File: config.mk
export PLATFORM = sky130hd
export DESIGN_NAME = osc_freq_meter
export DESIGN_NICKNAME = d
export VERILOG_FILES = /design/src/rtl/osc_meas_pkg.sv /design/src/rtl/sync_edge_det.sv /design/src/rtl/osc_freq_meter.sv
export SDC_FILE = /design/constraint.sdc
export NUM_CORES = 1
export LEC_CHECK = 0
export ABC_CLOCK_PERIOD_IN_PS = 3400
export CORE_ASPECT_RATIO = 0.5
export CORE_MARGIN = 2
export CORE_UTILIZATION = 43
export DETAILED_ROUTE_END_ITERATION = 10
export MAX_ROUTING_LAYER = met4
export PLACE_DENSITY = 0.71
export RECOVER_POWER = 50
export SKIP_LAST_GASP = 1
export SYNTH_ARGS = -nofsm -noshare
export SYNTH_HDL_FRONTEND = slang
export SYNTH_SLANG_ARGS = --single-unit
File: constraint.sdc
create_clock -name clk -period 3.4 [get_ports clk]
set_clock_uncertainty 0.2 [all_clocks]
set_input_delay 0.85 -clock clk [delete_from_list [all_inputs] [get_ports clk]]
set_output_delay 0.85 -clock clk [all_outputs]
set_load 0.005 [all_outputs]
File: src/rtl/osc_meas_pkg.sv
// Shared types and helpers for the oscillator frequency meter.
package osc_meas_pkg;

  typedef enum logic [1:0] {
    StIdle,
    StGate,
    StDone
  } meas_state_e;

  // Width of a counter that must reach cycles-1; never narrower than one bit.
  function automatic int unsigned gate_cnt_w(input int unsigned cycles);
    return (cycles > 1) ? $clog2(cycles) : 1;
  endfunction

endpackage

File: src/rtl/sync_edge_det.sv
// Synchronizes an asynchronous level into clk and flags its rising edges.
module sync_edge_det #(
  parameter int unsigned SYNC_STAGES = 2
) (
  input  logic clk,
  input  logic rst_n,
  input  logic async_in,
  output logic rise_pulse
);

  logic [SYNC_STAGES-1:0] sync_q;
  logic                   hist_q;

  always_ff @(posedge clk or negedge rst_n) begin
    if (!rst_n) begin
      sync_q <= '0;
      hist_q <= 1'b0;
    end else begin
      sync_q <= {sync_q[SYNC_STAGES-2:0], async_in};
      hist_q <= sync_q[SYNC_STAGES-1];
    end
  end

  assign rise_pulse = sync_q[SYNC_STAGES-1] & ~hist_q;

endmodule

File: src/rtl/osc_freq_meter.sv
// Counts rising edges of an asynchronous oscillator over a fixed clk gate window,
// with a saturating result and a start/done handshake.
module osc_freq_meter
  import osc_meas_pkg::*;
#(
  parameter int unsigned GATE_CYCLES = 1000,
  parameter int unsigned CNT_W       = 16,
  parameter int unsigned SYNC_STAGES = 2
) (
  input  logic             clk,
  input  logic             rst_n,
  input  logic             start,
  input  logic             osc_in,
  output logic [CNT_W-1:0] count,
  output logic             ovf,
  output logic             busy,
  output logic             done
);

  localparam int unsigned GateW = gate_cnt_w(GATE_CYCLES);
  localparam logic [GateW-1:0] GateLast = GateW'(GATE_CYCLES - 1);

  logic edge_det;

  sync_edge_det #(
    .SYNC_STAGES (SYNC_STAGES)
  ) u_sync_edge_det (
    .clk        (clk),
    .rst_n      (rst_n),
    .async_in   (osc_in),
    .rise_pulse (edge_det)
  );

  meas_state_e      state_q, state_d;
  logic [GateW-1:0] gate_cnt_q, gate_cnt_d;
  logic [CNT_W-1:0] acc_q, acc_d;
  logic             acc_ovf_q, acc_ovf_d;
  logic [CNT_W-1:0] count_q, count_d;
  logic             ovf_q, ovf_d;

  always_ff @(posedge clk or negedge rst_n) begin
    if (!rst_n) begin
      state_q    <= StIdle;
      gate_cnt_q <= '0;
      acc_q      <= '0;
      acc_ovf_q  <= 1'b0;
      count_q    <= '0;
      ovf_q      <= 1'b0;
    end else begin
      state_q    <= state_d;
      gate_cnt_q <= gate_cnt_d;
      acc_q      <= acc_d;
      acc_ovf_q  <= acc_ovf_d;
      count_q    <= count_d;
      ovf_q      <= ovf_d;
    end
  end

  always_comb begin
    state_d    = state_q;
    gate_cnt_d = gate_cnt_q;
    acc_d      = acc_q;
    acc_ovf_d  = acc_ovf_q;
    count_d    = count_q;
    ovf_d      = ovf_q;
    busy       = 1'b0;
    done       = 1'b0;

    unique case (state_q)
      StIdle: begin
        if (start) begin
          state_d    = StGate;
          gate_cnt_d = '0;
          acc_d      = '0;
          acc_ovf_d  = 1'b0;
        end
      end
      StGate: begin
        busy       = 1'b1;
        gate_cnt_d = gate_cnt_q + 1'b1;
        if (edge_det) begin
          if (&acc_q) begin
            acc_ovf_d = 1'b1;
          end else begin
            acc_d = acc_q + 1'b1;
          end
        end
        // Last window cycle: publish the result including this cycle's edge.
        if (gate_cnt_q == GateLast) begin
          state_d = StDone;
          count_d = acc_d;
          ovf_d   = acc_ovf_d;
        end
      end
      StDone: begin
        done    = 1'b1;
        state_d = StIdle;
      end
      default: begin
        state_d = StIdle;
      end
    endcase
  end

  assign count = count_q;
  assign ovf   = ovf_q;

endmodule

# Word level (Yosys, flattened, before mapping)
# Index checks and enable logic that the tools add are counted.
# W data, S select, Z words.
[word_totals] ff_bits=49 inputBits=4 elab_cells=38
[classes] addsub=2 eq_ne=5 reduce_logical=6 n_bitwise=2 muxes=15
[ops] cell="$mux W16" count=3
[ops] cell="$pmux W16 S2" count=1
[ops] cell="$pmux W10 S2" count=1
[ops] cell="$add A16 B1 Y16 const B" count=1
[ops] cell="$reduce_and A16 Y1" count=1
[ops] cell="$add A10 B1 Y10 const B" count=1
[ops] cell="$eq A10 B10 Y1 const B" count=1
[ops] cell="$mux W10" count=1
[ops] cell="$reduce_and A2 Y1" count=3
[ops] cell="$mux W1" count=5
[ops] cell="$mux W2" count=2
[ops] cell="$ne A2 B2 Y1 const B" count=2
[ops] cell="$pmux W2 S2" count=1
[ops] cell="$eq A2 B1 Y1 const B" count=1
[ops] cell="$eq A2 B2 Y1 const B" count=1
[ops] cell="$logic_not A2 Y1" count=1
[ops] cell="$pmux W1 S2" count=1
[ops] cell="$reduce_bool A2 Y1" count=1
[ops] cell="$and A1 B1 Y1" count=1
[ops] cell="$not A1 Y1" count=1

# Logic depth before layout (Yosys ltp)
[depth] depth_word=4 mapped_depth=8 depth_no_buf=6

# Modules after synthesis
# Synthesis repeated with hierarchy kept, for this count alone.
[unflattened] cells_unflattened=271 hier_area_um2=2701.3
[modules_own_cells] module="osc_freq_meter" n_inst=1 area_per_inst_um2=2612.5 cells_each=267
[modules_own_cells] module="sync_edge_det" n_inst=1 area_per_inst_um2=88.8 cells_each=4

# Least setup slack after synthesis
# No wires, ideal clock.
[synth_path] path_type="register -> output" start="register state_q[1]" end="output port busy" arrival_ps=1038 stages_incl_launch_ff=5 n_path_buf=2 required_ps=2350 setup_slack_ps=1312 path_cell_list="dfrtp_1 -> nand2b_1 -> clkbuf_2 -> clkinv_1 -> clkbuf_1"
[synth_via] elab_chain_cells=2
[synth_rtl] item="from (decl)" line="osc_freq_meter.sv:34" rtl="meas_state_e state_q, state_d;"
[synth_rtl] item="from (signal assigned)" line="osc_freq_meter.sv:43" rtl="state_q <= StIdle;"
[synth_rtl] item="from (signal assigned)" line="osc_freq_meter.sv:50" rtl="state_q <= state_d;"
[synth_rtl] item="$eq A2 B1 Y1" line="osc_freq_meter.sv:69" rtl="unique case (state_q)"
[synth_rtl] item="$mux W1" line="osc_freq_meter.sv:69"
[synth_rtl] item="to (decl)" line="osc_freq_meter.sv:16" rtl="output logic busy,"
# No other way between the ends.

# Final worst setup path
[layout_path] start="register state_q[1]" end="register count_q[4] (netlist: count[4])"
[layout_via] elab_chain_cells=2
[layout_rtl] item="$eq A2 B1 Y1" line="osc_freq_meter.sv:69"
[layout_rtl] item="$reduce_and A2 Y1 (no line)"
[layout_rtl] item="to (signal assigned)" line="osc_freq_meter.sv:54" rtl="count_q <= count_d;"
[layout_rtl] item="to (decl)" line="osc_freq_meter.sv:38" rtl="logic [CNT_W-1:0] count_q, count_d;"
# No other way between the ends.
# A chain may end at the register's enable or synchronous reset.

==> flow_summary.json <==
{
  "track_usage_pct": 17.86,
  "ys_top_cells_by_area": "dfrtp_1, o21ai_0, nand2_1",
  "wire_per_inst_um": 14.97,
  "ir_worst_vdd_mv": 0.2189,
  "powerDensity_nw_per_um2": 487.0,
  "fillers": 534,
  "grt_pass1_wl_um": 8866,
  "drive_gt1_share_pct": 7.914,
  "place_area_um2": 2735,
  "synth_compound_area_share_pct": 18.20,
  "drv_slew": 0,
  "crit_buf_inv": 4,
  "seq_area_um2": 1226,
  "r2r-start": "state_q[1]$_DFFE_PN0P_",
  "synth_top_area_share_pct": 49.15,
  "slowest_stage": "clkbuf_1",
  "grt_pass1_vias": 1829,
  "vias": 1970,
  "cts_max_level": 2,
  "multi_input_area_um2": 1146,
  "pwr-share-clk_pct": 33.6,
  "initial_core_util_pct": 45.04,
  "dp_hpwl_um": 3601,
  "yosysTopAreaCell": "dfrtp_1",
  "clock-sinks": 49,
  "synthCells": 262,
  "cts_setup_buffers": 0,
  "p_leak_nw": 1.206,
  "grt-ovfl-total": 0,
  "drv_cap": 0,
  "vias_per_cell": 5.613,
  "diodes": 0,
  "clkLatencyLatePin_ns": 0.29,
  "hold_viol_final": 0,
  "post-synth-top-count-cell": "dfrtp_1",
  "synth-simple-area-share_pct": 21.72,
  "yosys.area_share.adder_pct": 1.003,
  "hold_depth": 0,
  "cts-buffers-inserted": 5,
  "synth.area.mux_share_pct": 0.8024,
  "rows": 19,
  "p_int_mw": 0.9994,
  "comb_power_share_pct": 14.0,
  "ys_seq_area_share_pct": 49.15,
  "syn_to_final_growth_pct": 14.79,
  "synth.cell_area_um2": 2495,
  "synth_seq_cells": 49,
  "die_h_um": 57.86,
  "grt_start_max_net_pins": 37,
  "critPathCaptureType": "flop",
  "worst_pin_slew_ns": 1.048,
  "rsz0062_at_grt": "false",
  "cp_cell_sequence": "nand2b_1, buf_4, clkinv_1, clkbuf_1, nand3_1, buf_4, nand2_1, o21ai_0",
  "p_sw_mw": 0.3954,
  "critical_path.max_stage_delay_ns": 0.77,
  "syn_area_per_cell_um2": 9.522,
  "synth_top_flop_cell": "dfrtp_1",
  "synth_warnings": 0,
  "fin_nets": 283,
  "synth_xor_area_share_pct": 4.213,
  "max_freq_ghz": 0.3667,
  "fin_setup_tns_ns": 0,
  "worstPathRequired_ns": 3.36,
  "worstSetupPathType": "reg -> reg",
  "p_seq_share_pct": 52.4,
  "gp_congestion": 0.8684,
  "port_buffers": 22,
  "sw_frac_of_total_pct": 28.35,
  "r2r-end": "count[4]$_DFFE_PN0P_",
  "drt-pass1-iter-count": 4,
  "relSlewSlack_pct": 30.17,
  "grt_antenna_before_repair": 0,
  "synth.distinct_cells": 46,
  "r2r_slack_ns": 0.67,
  "cp_common_cell": "buf_4",
  "coreArea_um2": 5539,
  "cp_max_fo": 26,
  "period_minus_slack_ns": 2.727,
  "hold_slack_ns": 0.1551,
  "num_io_pins": 23,
  "reg2reg_depth": 8,
  "fin_area_um2": 2864,
  "antenna_left": 0,
  "critical-path-top-delay-family": "buffers and inverters",
  "cts_tree": "yes",
  "holdCritStartpoint": "u_sync_edge_det.sync_q[0]$_DFF_PN0_",
  "totalWireLength_um": 5255,
  "synth_edf_count": 0,
  "synthesis.nets": 268,
  "clkSlewWorstSetupHoldPaths_ns": 0.06,
  "drc_errors": 0,
  "min_to": "u_sync_edge_det.sync_q[1]$_DFF_PN0_",
  "min_period_over_period_pct": 80.20,
  "cts_resized": 0,
  "synth_top_family_by_area": "simple AND/OR/NAND/NOR gates",
  "synthArstFlopShare_pct": 100.0,
  "status": "finished clean",
  "hold_buffers": 0,
  "drt_first_iter_violations": 79,
  "hp-class": "reg -> reg",
  "cts_buffer_depth": 2,
  "final-setup-viol-count": 0,
  "die_w_um": 111.7,
  "yosys-top-cells-count": "dfrtp_1, o21ai_0, nand2_1, a21oi_1, nor2_1",
  "startpoint_type": "flop",
  "root_buffer": "clkbuf_16",
  "cp_data_arrival_time_ns": 2.69,
  "dieArea_um2": 6464
}
==> how the worst max path moves through the flow <==
| stage | slack, ns | depth (start not counted) | endpoint | from |
|---|---|---|---|---|
| floorplan | 1.31 | 4 | busy | state_q[1]$_DFFE_PN0P_ |
| global placement | 0.92 | 5 | acc_q[15]$_DFFE_PN0P_ | start |
| detailed placement | 0.90 | 5 | acc_q[15]$_DFFE_PN0P_ | start |
| CTS | 0.76 | 4 | busy | state_q[1]$_DFFE_PN0P_ |
| global route | 0.41 | 8 | count[1]$_DFFE_PN0P_ | state_q[1]$_DFFE_PN0P_ |
| finish | 0.67 | 8 | count[4]$_DFFE_PN0P_ | state_q[1]$_DFFE_PN0P_ |
==> placed cells by master (no fill, tap or decap), types with 4 or more instances in the layout <==
master           synthesis  layout
a22o_1                   4       4
inv_1                    6       6
o21ai_1                  6       6
dfrtp_1                 49      49
nand2_1                 30      30
o21ai_0                 31      31
nand3_1                 13      13
clkdlybuf4s50_1          0      19
xor2_1                   8       8
xnor2_1                  4       4
o31ai_1                  4       4
clkbuf_16                0       5
clkbuf_1                 7       5
nor2_1                  14      14
a21oi_1                 15      15
nand4_1                  8       8
==> power groups by stage <==
stage          Clock (mW)  Combinational [mW]  Sequential [mW]
2_1_floorplan           0               0.166            0.698
3_3_place_gp            0               0.187            0.729
3_5_place_dp            0               0.194            0.733
4_1_cts             0.483               0.198            0.726
5_1_grt             0.509               0.228            0.744
6_report            0.469               0.195            0.730
==> cells by family (layout without fill, tap and decap cells) <==
logic type / after synthesis / in the layout
adder cells (fa/ha/maj): 2 / 2
XOR/XNOR: 12 / 12
multiplexers: 2 / 2
AO/OA/AOI/OAI: 76 / 76
buffers and inverters: 25 / 41
flip-flops: 49 / 49
AND/OR/NAND/NOR: 96 / 96
==> through the flow <==
| step | power (mW) | cells | util, % | setup WS, ns |
|---|---|---|---|---|
| floorplan | 0.8635 | 262 | - | 1.312 |
| global route | 1.481 | 351 | 51.71 | 0.4125 |
| finish | 1.395 | 351 | 51.71 | 0.6731 |
| CTS | 1.407 | 351 | 51.84 | 0.7588 |
| detailed placement | 0.9274 | 343 | 49.38 | 0.9004 |
| global placement | 0.9167 | 343 | 49.38 | 0.9180 |
==> final cells by class <==
cell class | instances | area share [%]
clock buffers | 8 | 4.762
inverters | 7 | 0.9174
multi-input cells | 188 | 40.02
flip-flops and latches | 49 | 42.81
well taps | 73 | 3.189
repair buffers | 26 | 8.301
==> worst reg2reg max path, delay by kind of cell (launching register included) <==
| kind | cells | cell delay (ns) |
|---|---|---|
| AND/OR/NAND/NOR | 3 | 0.59 |
| AO/OA/AOI/OAI | 1 | 0.07 |
| buffers and inverters | 4 | 1.35 |
| flip-flops | 1 | 0.40 |
==> routing by layer <==
metal,routed length [um],track usage (%),share of wire (%)
met1,2513,23.94,48
met2,2362,27.19,45
met3,294,3.766,5.6
met4,84,6.702,1.6
met5,0,-,0
==> sequential cells by signal, indices dropped and copies added, names as in the netlist <==
| name | flops |
|---|---|
| acc_q | 16 |
| count | 16 |
| gate_cnt_q | 10 |
| state_q | 2 |
| u_sync_edge_det.sync_q | 2 |
| acc_ovf_q | 1 |
| ovf | 1 |
| u_sync_edge_det.hist_q | 1 |
Power figures use the tool's default switching activity.
